`config.mk`:
```
export PLATFORM = sky130hd
export DESIGN_NAME = ccff_bitstream_loader_flat
export DESIGN_NICKNAME = d
export VERILOG_FILES = /design/src/rtl/ccff_bitstream_loader_if.sv /design/src/rtl/ccff_bitstream_loader.sv /design/src/flat_wrapper.sv
export SDC_FILE = /design/constraint.sdc
export NUM_CORES = 1
export LEC_CHECK = 0
export CAP_MARGIN = 30
export CORE_ASPECT_RATIO = 0.9
export CORE_MARGIN = 4
export CORE_UTILIZATION = 45
export DETAILED_ROUTE_END_ITERATION = 10
export GPL_ROUTABILITY_DRIVEN = 0
export HOLD_SLACK_MARGIN = 0.1
export PLACE_DENSITY = 0.7
export RECOVER_POWER = 25
export SLEW_MARGIN = 0
export SYNTH_ARGS = -nofsm -noshare
export SYNTH_HDL_FRONTEND = slang
export SYNTH_SLANG_ARGS = --single-unit
```
`constraint.sdc`:
```
create_clock -name prog_clk -period 2.1 [get_ports prog_clk]
set_input_delay 0.21 -clock prog_clk [delete_from_list [all_inputs] [get_ports prog_clk]]
set_output_delay 0.21 -clock prog_clk [all_outputs]
set_load 0.02 [all_outputs]
```
`src/rtl/ccff_bitstream_loader_if.sv`:
```
// Bitstream word handshake between a word source and the ccff loader.
// Source drives valid/data; loader answers with ready.
interface ccff_bitstream_loader_if #(
  parameter int WORD_W = 8
);
  logic              word_valid;
  logic [WORD_W-1:0] word_data;
  logic              word_ready;

  modport master (
    output word_valid,
    output word_data,
    input  word_ready
  );

  modport slave (
    input  word_valid,
    input  word_data,
    output word_ready
  );
endinterface

```
`src/rtl/ccff_bitstream_loader.sv`:
```
// Serialises bitstream words onto a ccff configuration chain,
// shifting exactly CHAIN_LEN bits per load and folding ccff_tail into parity.
module ccff_bitstream_loader #(
  parameter int CHAIN_LEN = 18,
  parameter int WORD_W    = 8
) (
  input  logic                    prog_clk,
  input  logic                    pReset,
  input  logic                    start,
  ccff_bitstream_loader_if.slave  wif,
  output logic                    ccff_head,
  output logic                    config_enable,
  input  logic                    ccff_tail,
  output logic                    busy,
  output logic                    done,
  output logic                    tail_parity
);

  localparam int RW = $clog2(CHAIN_LEN + 1);
  localparam int IW = $clog2(WORD_W + 1);

  localparam logic [1:0] S_IDLE  = 2'd0;
  localparam logic [1:0] S_WAIT  = 2'd1;
  localparam logic [1:0] S_SHIFT = 2'd2;
  localparam logic [1:0] S_DONE  = 2'd3;

  logic [1:0]        state_q, state_d;
  logic [RW-1:0]     rem_q, rem_d;
  logic [WORD_W-1:0] buf_q, buf_d;
  logic [IW-1:0]     cnt_q, cnt_d;
  logic              par_q, par_d;

  always_comb begin
    state_d = state_q;
    rem_d   = rem_q;
    buf_d   = buf_q;
    cnt_d   = cnt_q;
    par_d   = par_q;
    unique case (1'b1)
      (state_q == S_IDLE): begin
        if (start) begin
          state_d = S_WAIT;
          rem_d   = RW'(CHAIN_LEN);
          par_d   = 1'b0;
        end
      end
      (state_q == S_WAIT): begin
        if (wif.word_valid) begin
          buf_d   = wif.word_data;
          // last word may be partial: shift only what the chain still needs
          cnt_d   = (32'(rem_q) >= WORD_W) ? IW'(WORD_W) : IW'(rem_q);
          state_d = S_SHIFT;
        end
      end
      (state_q == S_SHIFT): begin
        buf_d = buf_q >> 1;
        cnt_d = cnt_q - IW'(1);
        rem_d = rem_q - RW'(1);
        par_d = par_q ^ ccff_tail;
        if (cnt_q == IW'(1)) begin
          state_d = (rem_q == RW'(1)) ? S_DONE : S_WAIT;
        end
      end
      default: state_d = S_IDLE;
    endcase
  end

  always_ff @(posedge prog_clk) begin
    if (pReset) begin
      state_q <= S_IDLE;
      rem_q   <= '0;
      buf_q   <= '0;
      cnt_q   <= '0;
      par_q   <= 1'b0;
    end else begin
      state_q <= state_d;
      rem_q   <= rem_d;
      buf_q   <= buf_d;
      cnt_q   <= cnt_d;
      par_q   <= par_d;
    end
  end

  assign config_enable  = (state_q == S_SHIFT);
  assign ccff_head      = config_enable & buf_q[0];
  assign wif.word_ready = (state_q == S_WAIT);
  assign busy           = (state_q != S_IDLE);
  assign done           = (state_q == S_DONE);
  assign tail_parity    = par_q;

endmodule
```
`src/flat_wrapper.sv`:
```
// flat-port wrapper written by rule: the top's interface ports become plain ports
module ccff_bitstream_loader_flat 
#(
  parameter int CHAIN_LEN = 18,
  parameter int WORD_W    = 8
)
  (prog_clk, pReset, start, ccff_head, config_enable, ccff_tail, busy, done, tail_parity, wif_word_valid, wif_word_data, wif_word_ready);
  ccff_bitstream_loader_if #(.WORD_W(WORD_W)) wif_i ();
  input  logic prog_clk;
  input  logic pReset;
  input  logic start;
  output logic ccff_head;
  output logic config_enable;
  input  logic ccff_tail;
  output logic busy;
  output logic done;
  output logic tail_parity;
  input wire logic [$bits(wif_i.word_valid)-1:0] wif_word_valid;
  input wire logic [$bits(wif_i.word_data)-1:0] wif_word_data;
  output wire logic [$bits(wif_i.word_ready)-1:0] wif_word_ready;
  assign wif_i.word_valid = wif_word_valid;
  assign wif_i.word_data = wif_word_data;
  assign wif_word_ready = wif_i.word_ready;
  ccff_bitstream_loader #(.CHAIN_LEN(CHAIN_LEN), .WORD_W(WORD_W)) u_core (.prog_clk(prog_clk), .pReset(pReset), .start(start), .wif(wif_i), .ccff_head(ccff_head), .config_enable(config_enable), .ccff_tail(ccff_tail), .busy(busy), .done(done), .tail_parity(tail_parity));
endmodule
```
Word-level counts from Yosys, hierarchy flattened
Cells that the tools add are included.

word-level totals
  flip-flop bits (word level) = 20
  bits of input ports = 13
  logic and storage cells = 39

operators by class
  muxes and demuxes = 14
  bitwise logic cells = 2
  add/sub/neg operators = 2
  reduce and logical (&&, ||, !) cells = 7
  equal/unequal tests = 8
  order comparisons = 1

operators with widths
  operator                                              number
  one-hot mux 8 bit (2 select lines)                    1
  one-hot mux 5 bit (2 select lines)                    1
  2-to-1 mux 2 bit                                      4
  2-to-1 mux 4 bit                                      2
  2-to-1 mux 8 bit                                      1
  one-hot mux 4 bit (2 select lines)                    1
  inequality test 2 bit (second input constant)         3
  one-hot mux 2 bit (3 select lines)                    1
  nonzero test 2 bit                                    3
  == test 5 x 1 -> 1 bit (second input constant)        1
  >= comparator 5 x 4 -> 1 bit (second input constant)  1
  2-to-1 mux 5 bit                                      1
  subtractor 5 x 1 -> 5 bit (second input constant)     1
  == test 2 bit (second input constant)                 2
  == test 4 x 1 -> 1 bit (second input constant)        1
  AND reduction 2 bit                                   2
  subtractor 4 x 1 -> 4 bit (second input constant)     1
  AND reduction 3 bit                                   1
  == test 2 x 1 -> 1 bit (second input constant)        1
  zero test 2 bit                                       1
  one-hot mux 1 bit (2 select lines)                    1
  bitwise AND 1 bit                                     1
  2-to-1 mux 1 bit                                      1
  XOR 1 bit                                             1

Longest topological paths before layout
  word-level depth = 4
  mapped depth = 5
  depth with buffers taken out = 5

Worst setup path after synthesis
Ideal clock, no wire load.

  path type = flip-flop to flip-flop
  start = reg u_core.rem_q[0]
  end = reg u_core.rem_q[4]
  setup slack = 729 ps
  stages on the path, launching flop included = 6
  setup time = 141 ps
  period minus slack after synthesis = 1,371 ps
  arrival time = 1,230 ps
  buffers on the path = 0
  data required time = 1,959 ps
  path through = dfxtp_1 -> inv_1 -> ha_1 -> or4b_1 -> a21oi_1 -> a221oi_1

on the way
  cells in the longest elaborated chain, start to end = 2

ends and longest elaborated chain
  element                             RTL line                     RTL
  start, declared                     ccff_bitstream_loader.sv:28  logic [RW-1:0] rem_q, rem_d;
  start signal, assigned              ccff_bitstream_loader.sv:77  rem_q <= rem_d;
  subtractor 5 x 1 -> 5 bit           ccff_bitstream_loader.sv:58  rem_d = rem_q - RW'(1);
  one-hot mux 5 bit (2 select lines)  ccff_bitstream_loader.sv:39  unique case (1'b1)

No other way between the ends.
A chain may end at the register's enable or synchronous reset.

Worst setup path in the final report
  start = reg u_core.state_q[0]
  end = out ccff_head

on the way
  cells in the longest elaborated chain, start to end = 2

ends and longest elaborated chain
  element                 RTL line                     RTL
  start, declared         ccff_bitstream_loader.sv:27  logic [1:0] state_q, state_d;
  start signal, assigned  ccff_bitstream_loader.sv:76  state_q <= state_d;
  == test 2 bit           ccff_bitstream_loader.sv:84  assign config_enable = (state_q == S_SHIFT);
  bitwise AND 1 bit       ccff_bitstream_loader.sv:85  assign ccff_head = config_enable & buf_q[0];
  end, declared           flat_wrapper.sv:12           output logic ccff_head;

No other way between the ends.

==> metrics.md <==
| Metric | Value |
|---|---|
| I/O Buffers | `18` |
| Worst Path Arrival | `1.70 ns` |
| Sink Count | `20` |
| Vias in the first global route | `941` |
| Slew headroom | `55.1%` |
| Total CTS buffers | `3` |
| H-tree levels | `1` |
| Synth top area share | `37.2%` |
| Cell taking the most area after synthesis | `dfxtp_1` |
| Final Cycle Share | `90.9%` |
| Fin nets | `170` |
| Clock Tree Buf Depth | `2` |
| Dominant cells by area after synthesis | `dfxtp_1 37%, nand2_1 7.0%, ha_1 5.8%` |
| ANT nets after route | `0` |
| DP HPWL | `1840 um` |
| Synthesis-to-layout area growth | `22.9%` |
| # rows | `16` |
| Setup violations, final | `0` |
| Max-cap violations | `0` |
| Routed Wire Length | `2440 um` |
| Worst VDD drop | `569 uV` |
| Resized cells post-CTS | `0` |
| Yosys Warn Count | `0` |
| Reg clk slew, reported paths | `0.10 ns` |
| CORE AREA | `2220 um2` |
| Share of cells above drive strength 1 | `7.95%` |
| Post-CTS Repair Setup Buffers | `0` |
| Final TNS setup | `0 ns` |
| Register area share after synthesis | `37.2%` |
| IO Count | `19` |
| Leak | `0.480 nW` |
| Unrepaired setup endpoints after global routing | `false` |
| DR top layer | `met4` |
| Die ar. | `3240 um2` |
| Largest net degree at the start of global routing | `19` |
| Cell Chain, Critical Path | `nand2b_2 > inv_2 > and2_1 > clkdlybuf4s50_1` |
| Cts hold-fix bufs | `0` |
| Crit end category | `output pin` |
| DR WL/cell | `13.7 um` |
| Critical path fanouts, max | `11` |
| Worst r2r dst | `u_core.rem_q[4]` |
| Worst hold endpoint | `u_core.buf_q[1]` |
| Starting Density | `48.5%` |
| # DRC | `0` |
| Cells after Synth | `132` |
| Total gr overflow | `0` |
| Met3 routed WL | `97 um` |
| Post-Syn Area | `1080 um2` |
| Slew @ Worst Pin | `0.671 ns` |
| Routed via count | `996` |
| CP max stage delay | `0.59 ns` |
| Vias/cell | `5.60` |
| Number of synthesized register bits | `20` |
| Number of diodes | `0` |
| Mean Syn Cell Area | `8.16 um2` |
| Final worst path period need | `1.91 ns` |
| Cells on Worst Hold Path | `3` |
| Clk_skew | `0.00619 ns` |
| Total power draw | `0.805 mW` |
| Initial antenna violation count | `0` |
| Cell variety after synth | `32` |
| Min-Delay Path Class | `primary input to flip-flop` |
| Hold_sp | `wif_word_data[1]` |
| Startpoint types | `flip-flop` |
| Critical path's slowest cell | `clkdlybuf4s50_1` |
| WS Path Type | `flip-flop to output pin` |
| Post-synthesis net count | `150` |
| Post-Route M1 WL | `1190 um` |
| Final hold violation count | `0` |
| PwrDens | `608 nW/um2` |
| Clock latency on the worst-skew pair | `0.30 ns` |
| Status | `completed` |
| First-pass GRT wire length | `4260 um` |
| Clock Root Buffer | `clkbuf_4` |
| Max Slew Vio Count | `0` |
| Max Clk Rate | `0.524 GHz` |
| Gr usage total | `17.3%` |
| Initial DRT Pass Iterations | `4` |
| Critical path required time | `1.89 ns` |
| DR iter-0 viols | `25` |
| Die extent in x | `59.6 um` |
| Chip height | `54.4 um` |
| Worst reg2reg startpoint | `u_core.rem_q[0]` |
| WL met2 | `1150 um` |
| R2R depth | `5` |
| R2R setup slack | `0.55 ns` |
| TritonCTS clock tree | `done` |
## worst max path at each step
| stage | startpoint | to | cells after the start |
|---|---|---|---|
| after detailed placement | wif_word_valid | u_core.buf_q[6] | 4 |
| after global placement | u_core.state_q[0] | ccff_head | 4 |
| final | u_core.state_q[0] | ccff_head | 4 |
| after CTS | u_core.state_q[0] | ccff_head | 4 |
| after global routing | u_core.state_q[0] | ccff_head | 4 |
| after floorplan | u_core.rem_q[0] | u_core.rem_q[4] | 5 |
## report_power, final
| part | internal (mW) | total, mW | switching, mW |
|---|---|---|---|
| sequential | 0.404 | 0.421 | 0.0175 |
| clock | 0.106 | 0.224 | 0.118 |
| combinational | 0.0804 | 0.160 | 0.0792 |
| total | 0.590 | 0.805 | 0.214 |
## flip-flops by register name (all words and copies together) (netlist names)
register and cells:
u_core.buf_q 8, u_core.state_q 2, u_core.cnt_q 4, u_core.rem_q 5, u_core.tail_parity 1
## through the flow
step | utilization (%) | cell area, um2 | setup slack, ns | instances | hold WS (ns)
2_1_floorplan | - | 1080 | 0.729 | 132 | 0.378
3_3_place_gp | 57.9 | 1290 | 0.524 | 174 | 0.465
3_5_place_dp | 57.9 | 1290 | 0.453 | 174 | 0.480
4_1_cts | 59.6 | 1320 | 0.166 | 178 | 0.472
5_1_grt | 59.6 | 1320 | 0.115 | 178 | 0.491
6_report | 59.6 | 1320 | 0.190 | 178 | 0.477
## layer usage
metal | GRT usage, % | vias to the layer above
met4 | 4.43 | 0
met2 | 27.8 | 15
met1 | 22.5 | 464
li1 | - | 515
met5 | 0 | -
met3 | 5.66 | 2
## cells in the mapped netlist, drive strengths merged
master / n
and2: 4
nor3: 8
a311oi: 7
inv: 6
nand3: 5
nand2b: 1
or4b: 1
and3b: 2
clkbuf: 3
a221oi: 2
or2: 1
nor2b: 5
a211oi: 1
nor2: 3
o211ai: 2
o21ai: 4
nor4b: 2
nand3b: 5
o21bai: 1
buf: 5
a21o: 1
or3: 3
ha: 5
a31oi: 4
nand2: 20
or3b: 1
dfxtp: 20
o22ai: 1
a21oi: 7
nor3b: 2
## layout by cell type (no fill, tap or decap)
cell type,netlist,layout
nand2_1,20,20
dfxtp_1,20,20
clkdlybuf4s50_1,0,17
nor3_1,8,8
a311oi_1,7,7
a21oi_1,7,7
inv_1,5,5
nor2b_1,5,5
nand3b_1,5,5
nand3_1,5,5
ha_1,5,5
buf_4,2,5
and2_1,4,4
o21ai_0,4,4
a31oi_1,4,4
nor2_1,3,3
or3_1,3,3
clkbuf_4,0,3
and3b_1,2,2
nor3b_1,2,2
o211ai_1,2,2
nor4b_1,2,2
a221oi_1,2,2
nand2b_2,1,1
inv_2,1,1
or2_2,1,1
a21o_1,1,1
o21bai_1,1,1
or3b_1,1,1
or4b_1,1,1
o22ai_1,1,1
a211oi_1,1,1
clkbuf_8,0,1
dlygate4sd3_1,0,1
## area by class of cell
type	count	area, um2
Fill cell	211	898
Clock buffer	4	36.3
Timing Repair Buffer	23	218
Multi-Input combinational cell	98	613
Sequential cell	20	400
Tap cell	27	33.8
Inverter	6	22.5
## cell families after synthesis
family                   count (synthesis)  synth area share (%)
adder cells (fa/ha/maj)                  5                  5.81
AO/OA/AOI/OAI                           30                  18.8
flip-flops                              20                  37.2
AND/OR/NAND/NOR                         63                  32.3
buffers and inverters                   14                  5.92
## worst max-delay path, delay by kind of cell, from the launching register on
family        cells  cell delay, ns
simple gates      2            0.33
buf+inv           2            0.75
flops             1            0.32
Power figures use the tool's default switching activity.
